==> config.mk <==
export PLATFORM = sky130hd
export DESIGN_NAME = snake_move_ctrl
export DESIGN_NICKNAME = d
export VERILOG_FILES = /design/src/rtl/snake_pkg.sv /design/src/rtl/move_fifo.sv /design/src/rtl/snake_move_ctrl.sv
export SDC_FILE = /design/constraint.sdc
export NUM_CORES = 1
export LEC_CHECK = 0
export BUFFER_PORTS_ARGS = -buffer_cell sky130_fd_sc_hd__buf_2
export CAP_MARGIN = 10
export CORE_MARGIN = 1
export CORE_UTILIZATION = 48
export DETAILED_ROUTE_END_ITERATION = 10
export PLACE_DENSITY = 0.69
export REMOVE_ABC_BUFFERS = 1
export SYNTH_ARGS = -nofsm -noshare
export SYNTH_HDL_FRONTEND = slang
export SYNTH_SLANG_ARGS = --single-unit
==> constraint.sdc <==
create_clock -name mclk -period 2.9 [get_ports mclk]
set_input_delay 0.145 -clock mclk [delete_from_list [all_inputs] [get_ports mclk]]
set_output_delay 0.145 -clock mclk [all_outputs]
set_load 0.1 [all_outputs]
==> src/rtl/snake_pkg.sv <==
// Shared direction encoding and helpers for the snake game controllers.
package snake_pkg;

  typedef enum logic [1:0] {
    RIGHT = 2'd0,
    UP    = 2'd1,
    LEFT  = 2'd2,
    DOWN  = 2'd3
  } dir_t;

  function automatic dir_t reverse_dir(input dir_t d);
    return dir_t'(d ^ 2'b10);
  endfunction

endpackage

==> src/rtl/move_fifo.sv <==
// Small per-channel move queue; a pop and a push may share one cycle even when full.
module move_fifo #(
  parameter int DEPTH = 4,
  parameter int WIDTH = 2
) (
  input  logic             mclk,
  input  logic             reset,
  input  logic             flush,
  input  logic             push,
  input  logic             pop,
  input  logic [WIDTH-1:0] din,
  output logic             full,
  output logic             empty,
  output logic [WIDTH-1:0] head,
  output logic [WIDTH-1:0] tail
);

  localparam int AW = (DEPTH > 1) ? $clog2(DEPTH) : 1;

  logic [WIDTH-1:0] mem [DEPTH];
  logic [AW-1:0]    rd_ptr;
  logic [AW-1:0]    wr_ptr;
  logic [AW:0]      count;
  logic             do_pop;
  logic             do_push;

  assign empty   = (count == '0);
  assign full    = (count == (AW+1)'(DEPTH));
  assign do_pop  = pop && !empty && !flush;
  assign do_push = push && (!full || do_pop) && !flush;
  assign head    = mem[rd_ptr];
  assign tail    = mem[wr_ptr - 1'b1];

  always_ff @(posedge mclk or negedge reset) begin
    if (!reset) begin
      rd_ptr <= '0;
      wr_ptr <= '0;
      count  <= '0;
    end else if (flush) begin
      rd_ptr <= '0;
      wr_ptr <= '0;
      count  <= '0;
    end else begin
      if (do_pop)  rd_ptr <= rd_ptr + 1'b1;
      if (do_push) wr_ptr <= wr_ptr + 1'b1;
      case ({do_push, do_pop})
        2'b10:   count <= count + 1'b1;
        2'b01:   count <= count - 1'b1;
        default: count <= count;
      endcase
    end
  end

  // On a full queue the write slot equals the head slot; head is read before it is overwritten.
  always_ff @(posedge mclk) begin
    if (do_push) mem[wr_ptr] <= din;
  end

endmodule

==> src/rtl/snake_move_ctrl.sv <==
// Per-player direction controller: sync, optional debounce (SNAKE_MOVE_DEBOUNCE_EN),
// priority pick, turn filtering and a move queue popped on each game tick.
module snake_move_ctrl
  import snake_pkg::*;
#(
  parameter int PLAYERS      = 1,
  parameter int DEPTH        = 4,
  parameter int DEBOUNCE_CYC = 500_000
) (
  input  logic                   mclk,
  input  logic                   reset,
  input  logic [4*PLAYERS-1:0]   btn,
  input  logic                   game_tick,
  input  logic                   clear,
  output logic [2*PLAYERS-1:0]   move,
  output logic [PLAYERS-1:0]     move_valid,
  output logic [PLAYERS-1:0]     q_empty,
  output logic [PLAYERS-1:0]     overflow
);

  localparam int NB = 4 * PLAYERS;

  logic [NB-1:0] sync1;
  logic [NB-1:0] sync2;
  logic [NB-1:0] btn_edge;

  always_ff @(posedge mclk or negedge reset) begin
    if (!reset) begin
      sync1 <= '0;
      sync2 <= '0;
    end else begin
      sync1 <= btn;
      sync2 <= sync1;
    end
  end

`ifdef SNAKE_MOVE_DEBOUNCE_EN
  localparam int CW = $clog2(DEBOUNCE_CYC + 1);
  localparam logic [CW-1:0] CNT_MAX  = CW'(DEBOUNCE_CYC);
  localparam logic [CW-1:0] CNT_LAST = CW'(DEBOUNCE_CYC - 1);

  logic [CW-1:0] cnt [NB];

  // Counter saturates at DEBOUNCE_CYC so a held button fires exactly once.
  always_ff @(posedge mclk or negedge reset) begin
    if (!reset) begin
      for (int unsigned i = 0; i < NB; i++) cnt[i] <= '0;
    end else begin
      for (int unsigned i = 0; i < NB; i++) begin
        if (clear || !sync2[i])    cnt[i] <= '0;
        else if (cnt[i] != CNT_MAX) cnt[i] <= cnt[i] + 1'b1;
      end
    end
  end

  always_comb begin
    btn_edge = '0;
    for (int unsigned i = 0; i < NB; i++)
      btn_edge[i] = sync2[i] && (cnt[i] == CNT_LAST) && !clear;
  end
`else
  logic [NB-1:0] sync_prev;

  always_ff @(posedge mclk or negedge reset) begin
    if (!reset) sync_prev <= '0;
    else        sync_prev <= sync2;
  end

  assign btn_edge = sync2 & ~sync_prev;
`endif

  for (genvar p = 0; p < PLAYERS; p++) begin : g_ch
    logic [3:0] e;
    logic       req_v;
    dir_t       req_d;
    dir_t       ref_d;
    dir_t       move_r;
    logic       valid_r;
    logic       ovf_r;
    logic       accept;
    logic       pop;
    logic       push;
    logic       f_full;
    logic       f_empty;
    logic [1:0] f_head;
    logic [1:0] f_tail;

    assign e = btn_edge[4*p +: 4];

    always_comb begin
      req_v = |e;
      req_d = RIGHT;
      if      (e[3]) req_d = DOWN;
      else if (e[2]) req_d = LEFT;
      else if (e[1]) req_d = UP;
    end

    // With one entry left head == tail, so the tail stays the correct reference across a pop.
    assign ref_d  = f_empty ? move_r : dir_t'(f_tail);
    assign accept = req_v && (req_d != ref_d) && (req_d != reverse_dir(ref_d));
    assign pop    = game_tick && !f_empty && !clear;
    assign push   = accept && (!f_full || pop) && !clear;

    move_fifo #(
      .DEPTH (DEPTH),
      .WIDTH (2)
    ) u_fifo (
      .mclk  (mclk),
      .reset (reset),
      .flush (clear),
      .push  (push),
      .pop   (pop),
      .din   (req_d),
      .full  (f_full),
      .empty (f_empty),
      .head  (f_head),
      .tail  (f_tail)
    );

    always_ff @(posedge mclk or negedge reset) begin
      if (!reset) begin
        move_r  <= RIGHT;
        valid_r <= 1'b0;
        ovf_r   <= 1'b0;
      end else if (clear) begin
        move_r  <= RIGHT;
        valid_r <= 1'b0;
        ovf_r   <= 1'b0;
      end else begin
        if (pop) move_r <= dir_t'(f_head);
        valid_r <= pop;
        if (accept && f_full && !pop) ovf_r <= 1'b1;
      end
    end

    assign move[2*p +: 2] = move_r;
    assign move_valid[p]  = valid_r;
    assign q_empty[p]     = f_empty;
    assign overflow[p]    = ovf_r;
  end

endmodule

==> results.md <==
- For the pin with the worst max-slew slack, the measured transition is 704 ps.
- Using the TritonRoute via totals, the vias-per-cell ratio works out to 5.78.
- Dividing total power by cell area gives a power density of 1030 nW/µm².
- The height of the die is 57.3 µm.
- The relative max-transition margin is 52.8%.
- Summed over all failing endpoints, the final setup total negative slack is 0 ps.
- The pin count of the biggest net entering global routing is 24.
- Of all nets on the critical path, the largest fanout is 5.
- Detailed placement ended at an HPWL of 1850 µm.
- The largest single stage delay on the critical path is 450 ps.
- The via count of the first global-routing pass is 989.
- The launching element type of the critical path is a register.
- The number of CTS-inserted buffers is 5.
- The clock drives 31 sinks.
- The worst hold path belongs to the class input port to register.
- The cell type contributing the most total cell area after synthesis is sky130_fd_sc_hd__dfrtp_1.
- Setup violations remaining at the end of the flow were counted as 0.
- IR analysis of the VDD net gives a maximum drop of 0.000522 V.
- The worst setup path is of the register to register kind.
- The clock latency on the worst-skew pair is 330 ps.
- In this run the core area contains 19 standard-cell rows.
- The signal arrival time at the worst endpoint is 2980 ps.
- The clock transition at the registers of the reported paths is 100 ps.
- Before antenna repair, the detailed router went through 7 iterations.
- Dividing the synthesized area by the synthesized cell count gives 13.0 µm².
- After detailed routing, the total wire length is 2750 µm.
- Routability-driven placement finished with a final weighted congestion of 0.822.
- The number of placed I/O pins is 13.
- Broken down by cell family, the worst path's largest delay share belongs to adder cells.
- The share of Yosys cell area claimed by the top area cell type is 39.1%.
- The synthesized netlist contains 41 unique library cells.
- In this run the remaining antenna-violating nets after routing total 0.
- The routed via count is 982.
- For this run, the register share of the synthesized area comes to 55.5%.
- The largest individual stage delay along the critical path comes from the cell sky130_fd_sc_hd__fa_1.
- The die covers 3290 µm².
- The final hold violation count came to 0.
- The total track usage is 19.4%.
- Based on the critical path, the design can be clocked at up to 0.368 GHz.
- After synthesis, the share of flip-flops with an asynchronous set or reset is 74.2%.
- The checks that failed: design-rule violations.
- The critical path goes through inv_1 > ha_1 > mux4_2 > mux2i_4 > xnor2_4 > a21boi_0 > fa_1 > and3_1 > o2111a_1 > nor3_2.
- Summing every instance area after synthesis gives 1470 µm².
- Cells fill 60.8% of the core in the end.
- For this configuration, the core starts out at a cell density of 52.0%.
- The count of yosys warnings during synthesis is 0.
- The number of antenna diodes in the final layout is 0.
- The initial antenna violation count is 0.
- The post-route clock period utilization is 93.6%.
- By count the netlist is led by sky130_fd_sc_hd__dfrtp_1, sky130_fd_sc_hd__nor3b_1, sky130_fd_sc_hd__edfxtp_1, sky130_fd_sc_hd__nand2_1, sky130_fd_sc_hd__nor2_1.
- The root buffer cell is sky130_fd_sc_hd__clkbuf_4.
- The flow ran to the end, but the final reports show violations.
- The TritonCTS clock tree is yes.
- The final critical delay including setup and external delays is 2710 ps.
- The count of flip-flops with a built-in enable after synthesis is 8.
- Hold is met by 178 ps.
- The synthesized design contains 31 register bits.
- The reported leakage power is 0.715 nW.
- Cells with a size suffix above 1 make up 25.2% of the layout.
- Sorting the synthesized cells by area gives the leading types as sky130_fd_sc_hd__dfrtp_1, sky130_fd_sc_hd__edfxtp_1, sky130_fd_sc_hd__nor3b_1.
- The area added between synthesis and finish is 17.0%.
- CTS built an H-tree with a depth of 2.
- For the worst setup path, the data required time is 3170 ps.
- The count of buffers added on input and output ports is 12.
- The largest clock skew in the final design is 7.75 ps.
- The wire length per cell after detailed routing is 16.1 µm.
- Setup repair after global routing left no endpoint under its margin.
- The residual overflow from global routing is 0.
- In the routed design, unresolved DRC markers number 2.
- The placeable core region is 2830 µm².
- The dominant register cell in the synthesized netlist is sky130_fd_sc_hd__dfrtp_1.
- The die boundary width is 57.3 µm.
- The filler cells instantiated in the layout total 241.
- The synthesized instance count is 113.
- In the final design database the tool counted 151 nets.
- The wire length of the first global-routing pass is 4540 µm.
- Once placement completed, the tool counted placed cells totaling 156.
- The most frequently used cell type in the post-synthesis netlist is sky130_fd_sc_hd__dfrtp_1.
- The initial DRC count is 67.
- The kind of capture point of the worst setup path is a register.
- The max-slew violation total from the final report is 0.
- The number of cells in the finished layout apart from fillers is 170.
- The number of max-cap violations is 0.
- The number of buffers and inverters on the critical path is 1.
- No sink is reached through more buffers than the 2 on the longest clock path.
area by class of cell:
type	count	area, µm²	share of cell area, %
Multi-Input combinational cell	75	616	35.8
Clock buffer	7	87.6	5.09
Inverter	4	15.0	0.873
Tap cell	31	38.8	2.25
Sequential cell	31	816	47.4
Clock inverter	1	7.51	0.436
Timing Repair Buffer	21	140	8.15
sequential cells by signal, summed over array words and instances, names as in the netlist, 2 cells and up:
| signal | flops |
|---|---|
| g_ch.u_fifo.count | 3 |
| g_ch.u_fifo.mem | 8 |
| g_ch.u_fifo.rd_ptr | 2 |
| g_ch.u_fifo.wr_ptr | 2 |
| move | 2 |
| sync1 | 4 |
| sync2 | 4 |
| sync_prev | 4 |
what timing repair did:
| item | in CTS | in global routing |
|---|---|---|
| setup buffers | 0 | 1 |
| endpoints found under the hold margin | 27 | 0 |
| gates resized for setup | 0 | 0 |
| hold buffers | 5 | 0 |
| setup endpoints to repair | 0 | 1 |
power breakdown:
group / leakage, nW / switching (W) / total [W] / internal (W)
clock: 0.0478 / 0.000158 / 0.000357 / 0.000199
combinational: 0.305 / 0.000513 / 0.000824 / 0.000311
sequential: 0.362 / 0.0000713 / 0.000588 / 0.000516
total: 0.715 / 0.000742 / 0.00177 / 0.00103
kinds of logic after synthesis:
| kind of cell | count (synthesis) | share of synthesized area (%) |
|---|---|---|
| simple gates | 44 | 18.2 |
| flops | 31 | 55.5 |
| compound gates | 18 | 8.60 |
| buf+inv | 7 | 2.64 |
| fa+ha+maj | 5 | 4.77 |
| xor+xnor | 4 | 4.17 |
| mux | 4 | 6.13 |
routing by layer:
metal  share of wire, %  global-route usage, %  vias to the layer above
met5                  0                      0                        -
met4                1.5                   7.32                        0
met3                6.2                   6.80                        5
met2                 51                   32.6                       38
met1                 41                   23.1                      478
li1                   -                      -                      461
cells in the final DEF (no fill, tap or decap), types with 5 or more instances in the layout:
master | netlist | layout
sky130_fd_sc_hd__dlygate4sd3_1 | 0 | 5
sky130_fd_sc_hd__a21oi_1 | 5 | 5
sky130_fd_sc_hd__buf_2 | 0 | 12
sky130_fd_sc_hd__nand2_1 | 7 | 7
sky130_fd_sc_hd__dfrtp_1 | 23 | 23
sky130_fd_sc_hd__edfxtp_1 | 8 | 8
sky130_fd_sc_hd__nor3b_1 | 10 | 10
sky130_fd_sc_hd__clkbuf_4 | 0 | 5
sky130_fd_sc_hd__nor2_1 | 7 | 7
worst reg2reg max path: stages, from the launching register on:
cell and delay (ps):
sky130_fd_sc_hd__dfrtp_1 400, sky130_fd_sc_hd__inv_1 80, sky130_fd_sc_hd__ha_1 320, sky130_fd_sc_hd__mux4_2 330, sky130_fd_sc_hd__mux2i_4 230, sky130_fd_sc_hd__xnor2_4 140, sky130_fd_sc_hd__a21boi_0 120, sky130_fd_sc_hd__fa_1 450
sky130_fd_sc_hd__and3_1 220, sky130_fd_sc_hd__o2111a_1 230, sky130_fd_sc_hd__nor3_2 140
path summary, 6_finish.rpt:
kind	start	slack [ps]	to	cells past startpoint
max in group asynchronous	reset	2260	sync_prev[3]	2
max	g_ch[0].u_fifo.wr_ptr[1]	190	g_ch[0].u_fifo.count[2]	10
min reg2reg	sync1[1]	360	sync2[1]	0
max reg2reg	g_ch[0].u_fifo.wr_ptr[1]	190	g_ch[0].u_fifo.count[2]	10
min	game_tick	180	g_ch[0].u_fifo.count[0]	4
min in group asynchronous	reset	290	move[0]	2
per-stage QoR:
| stage | setup WS, ps | cell area, µm² | power (W) |
|---|---|---|---|
| final | 185 | 1720 | 0.00177 |
| after detailed placement | 175 | 1570 | 0.00138 |
| after CTS | 137 | 1710 | 0.00175 |
| after floorplan | -350 | 1450 | 0.00121 |
| after global placement | 271 | 1570 | 0.00136 |
| after global routing | 13.5 | 1720 | 0.00187 |
Power figures use the tool's default switching activity.
